File: src/rtl/ttl_sync_counter.sv
// rtl/ttl_sync_counter.sv - chainable synchronous modulo up/down counter stage
// Generalised 74x161/163/160/191-style counter with load, P/T enables, rco and inverted-q mask.
module ttl_sync_counter #(
  parameter int unsigned          WIDTH       = 4,
  parameter longint unsigned      MODULUS     = 0,
  parameter logic [WIDTH-1:0]     INVERT_MASK = '0
) (
  input  logic             clk,
  input  logic             rst,
  input  logic             load,
  input  logic             cnt_en_p,
  input  logic             cnt_en_t,
  input  logic             up,
  input  logic [WIDTH-1:0] d,
  output logic [WIDTH-1:0] q,
  output logic             rco,
  output logic             tc_q
);

  // MODULUS=0 selects the natural 2^WIDTH range, so top is all ones.
  localparam logic [WIDTH-1:0] TOP = (MODULUS == 0) ? {WIDTH{1'b1}} : WIDTH'(MODULUS - 1);

  logic [WIDTH-1:0] r_count;
  logic             r_tc;

  logic             w_at_top;
  logic             w_at_zero;
  logic             w_wrap_pt;
  logic             w_step;
  logic [WIDTH-1:0] w_count_up;
  logic [WIDTH-1:0] w_count_dn;
  logic [WIDTH-1:0] w_count_next;
  logic             w_tc_next;

  // ">=" rather than "==" so an out-of-range load still terminates on the next up step.
  assign w_at_top   = (r_count >= TOP);
  assign w_at_zero  = (r_count == '0);
  assign w_wrap_pt  = up ? w_at_top : w_at_zero;
  assign w_step     = cnt_en_p & cnt_en_t;
  assign w_count_up = w_at_top  ? '0  : r_count + 1'b1;
  assign w_count_dn = w_at_zero ? TOP : r_count - 1'b1;

  always_comb begin
    w_count_next = r_count;
    w_tc_next    = 1'b0;
    if (load) begin
      w_count_next = d;
    end else if (w_step) begin
      w_count_next = up ? w_count_up : w_count_dn;
      w_tc_next    = w_wrap_pt;
    end
  end

  always_ff @(posedge clk) begin
    if (rst) begin
      r_count <= '0;
      r_tc    <= 1'b0;
    end else begin
      r_count <= w_count_next;
      r_tc    <= w_tc_next;
    end
  end

  assign q    = r_count ^ INVERT_MASK;
  assign rco  = cnt_en_t & w_wrap_pt;
  assign tc_q = r_tc;

endmodule

File: config.mk
export PLATFORM = sky130hd
export DESIGN_NAME = ttl_sync_counter
export DESIGN_NICKNAME = d
export VERILOG_FILES = /design/src/rtl/ttl_sync_counter.sv
export SDC_FILE = /design/constraint.sdc
export NUM_CORES = 1
export LEC_CHECK = 0
export ABC_AREA = 1
export BUFFER_PORTS_ARGS = -buffer_cell sky130_fd_sc_hd__buf_2
export CORE_AREA = 2 2 39 41
export CTS_BUF_LIST = sky130_fd_sc_hd__clkbuf_4
export DETAILED_ROUTE_END_ITERATION = 8
export DIE_AREA = 0 0 41 43
export MAX_ROUTING_LAYER = met4
export SLEW_MARGIN = 10
export SYNTH_ARGS = -nofsm -noshare
export SYNTH_HDL_FRONTEND = slang
export SYNTH_SLANG_ARGS = --single-unit
File: constraint.sdc
create_clock -name clk -period 3.15 [get_ports clk]
set_clock_uncertainty 0.15 [all_clocks]
set_input_delay 0.63 -clock clk [delete_from_list [all_inputs] [get_ports clk]]
set_output_delay 0.63 -clock clk [all_outputs]
set_load 0.005 [all_outputs]
==> results by group <==
Layout
  – Fin util: 0.3825
  – Final instance area: approximately 530 um^2
  – Layout cells sized above 1: 0.4103
  – Area Overhead vs Synth: 27.41%
  – Ant. Diodes: 0
  – Filler cells: between 150 and 200
  – Nets: just over 90

Min path
  – Worst min-delay path category: flip-flop to flip-flop
  – HP Start: q[0]
  – Hold Path Depth: 1
  – Worst Hold Path EP: q[0]

Placement
  – RD Place Congestion: between 0.8 and 0.9
  – Placed inst area: 499.2 um^2
  – HPWL Detailed: 767.4 um
  – Pre-CTS WS: between 1000 and 1500 ps
  – Number of port buffers: 15

Power
  – Power share of the clock group: 0.417
  – Comb pwr share: 0.229
  – Psw: ~69 uW
  – Maximum VDD drop: 0.0001879 V
  – P per Cell Area: just over 400 nW/um^2
  – Sw Ratio: 0.3201
  – Seq pwr share: 0.354
  – Cell Int Power: ~150 uW
  – Pleak: approximately 0.00027 uW

Die
  – Die area: ~1800 um^2
  – Die Height: about 43 um
  – Core Footprint: between 1000 and 1500 um^2
  – Die width: slightly above 40 um
  – Core Rows: 14
  – IO Count: 16
  – Initial core utilization: 0.3002

Route
  – DR iter-0 viols: 7
  – WL final: 982 um
  – DRC: 0
  – Detail Route Antenna Nets: 0
  – Via/cell ratio: 4.660
  – DRT Pass-1 Iters: 4
  – Via count: roughly 440
  – WL/cell: around 10 um

Synthesis
  – Post-synth EDFFs: 0
  – Mapped cell area: around 420 um^2
  – Ys Warns: 0
  – Synth cell types: 20
  – Async SR Flop Fraction: 0
  – Post-synthesis register bit count: 5
  – Sequential fraction of the synthesis area: 0.2410
  – Synth Net Count: 72
  – Synthesized area per cell: 6.923 um^2
  – Main synth FF type: dfxtp_1
  – Post-Synthesis Cells: 60

Clocking
  – TritonCTS Sinks: 5
  – Clock root buffer: clkbuf_4
  – Total CTS buffers: 3
  – Clock slew seen by the registers of the worst setup and hold paths: about 50 ps
  – CTS tree: yes
  – Maximum clock insertion buffer count: 2
  – Skew-Pair Late Insertion Delay: 260 ps
  – Post-CTS sizing: 0
  – Postcts setup bufs: 0
  – H-Tree Depth: 1
  – Post-CTS Hold Buffers: 0

Worst setup path
  – Startpoint types: flip-flop
  – R2r setup slk: about 1600 ps
  – Crit end category: output port
  – Critical path class: flip-flop to output port
  – Crit path from: q[0]
  – CP Data Arrival Time: roughly 1500 ps
  – Worst R2R Start: q[0]
  – FF-to-FF End: q[2]
  – Critical Path RT: 2370 ps
  – Peak fanout along the critical path: 7
  – R2R cell count: 7

Timing
  – Final hold vios: 0
  – Worst slew pin tran: between 400 and 500 ps
  – Slew HR: 0.7084
  – Setup_tns: 0 ps
  – Final setup violation count: 0
  – Final Cycle Share: 0.7277
  – Setup ws final: 857.7 ps
  – Crit path time final: approximately 2300 ps
  – Min Hold Slack: about 390 ps
  – RSZ-0062 raised after global routing: no
  – Max Freq: 436.3 MHz
  – Final Max Slew Viols: 0

Global routing
  – Grt ovf: 0
  – First-pass GRT wire length: around 1700 um
  – Vias in the first global route: around 430
  – Global-route usage over all layers: 0.1485
  – Largest net degree at the start of global routing: 10
  – Initial antenna violation count: 0

Job
  – Maxcap violations: 0

Outcome
  – Status: complete, no violations
cell usage after synthesis, types with 2 or more instances:
cell,instances,share of area
a21oi_1,3,0.036
a21oi_2,2,0.042
dfxtp_1,5,0.24
ha_1,2,0.060
inv_1,8,0.072
inv_2,4,0.036
nand2_1,11,0.099
nand2_2,2,0.030
nand3_1,4,0.048
nand3_2,2,0.048
nor2_1,3,0.027
nor3_1,2,0.024
o21ai_1,5,0.060
flip-flops by register name, indices dropped and copies added (netlist names):
name	cells
q	4
tc_q	1
final cells by class:
class,count,area [um^2],share of cell area
multi-input combinational,42,259.0,0.4894
timing repair buffer,15,75.07,0.1418
clock buffer,4,30.03,0.05674
inverter,12,45.04,0.08511
tap,16,20.02,0.03783
sequential,5,100.1,0.1891
cells in the final DEF (no fill, tap or decap), drive strengths merged:
cell    netlist  layout
buf           1      15
nand2        13      13
inv          12      12
o21ai         6       6
nand3         6       6
dfxtp         5       5
nor2          5       5
a21oi         5       5
clkbuf        0       4
nor3          2       2
ha            2       2
xnor2         1       1
a31oi         1       1
nand4         1       1
per-stage QoR:
step / power (uW) / cells
finish: 215.2 / 94
global route: 224.0 / 94
CTS: 216.2 / 94
detailed placement: 127.0 / 90
global placement: 126.6 / 90
floorplan: 109.0 / 60
cells by family (layout without fill, tap and decap cells):
family                     after synthesis  after routing  share of synthesized area
and+or+nand+nor                         27             27                     0.3675
buffers and inverters                   13             31                     0.1355
AOI/OAI and AO/OA                       12             12                     0.1747
DFF                                      5              5                     0.2410
adders and majority gates                2              2                    0.06023
xor gates and xnor gates                 1              1                    0.02109
worst max-delay path by stage:
stage                      to  slack [ps]
after global routing      rco         700
after CTS                 rco         840
after floorplan           rco        1330
after global placement    rco        1150
after detailed placement  rco        1120
final                     rco         860
per-layer routing:
metal  vias to the layer above  GRT usage  routed length, um
li1                        228          -                  -
met1                       195     0.1715                424
met2                        11     0.2094                483
met3                         4    0.03141                 37
met4                         0     0.1200                 36
met5                         -          -                  0
power by group through the flow:
stage	clock [uW]	sequential, uW	combinational [uW]
after detailed placement	0	77.5	49.4
final	89.6	76.2	49.4
after global routing	90.5	77.2	56.3
after global placement	0	77.4	49.2
after CTS	90.0	76.4	49.8
after floorplan	0	74.4	34.5
worst max-delay path, cell delays in order, from the launching register on:
cell     delay [ps]
dfxtp_1         450
inv_1           110
ha_1            220
inv_1            70
nor3_1           40
o21ai_1         180
nor2_1           60
buf_2           120
No activity file was read; power rests on OpenSTA's default activity.
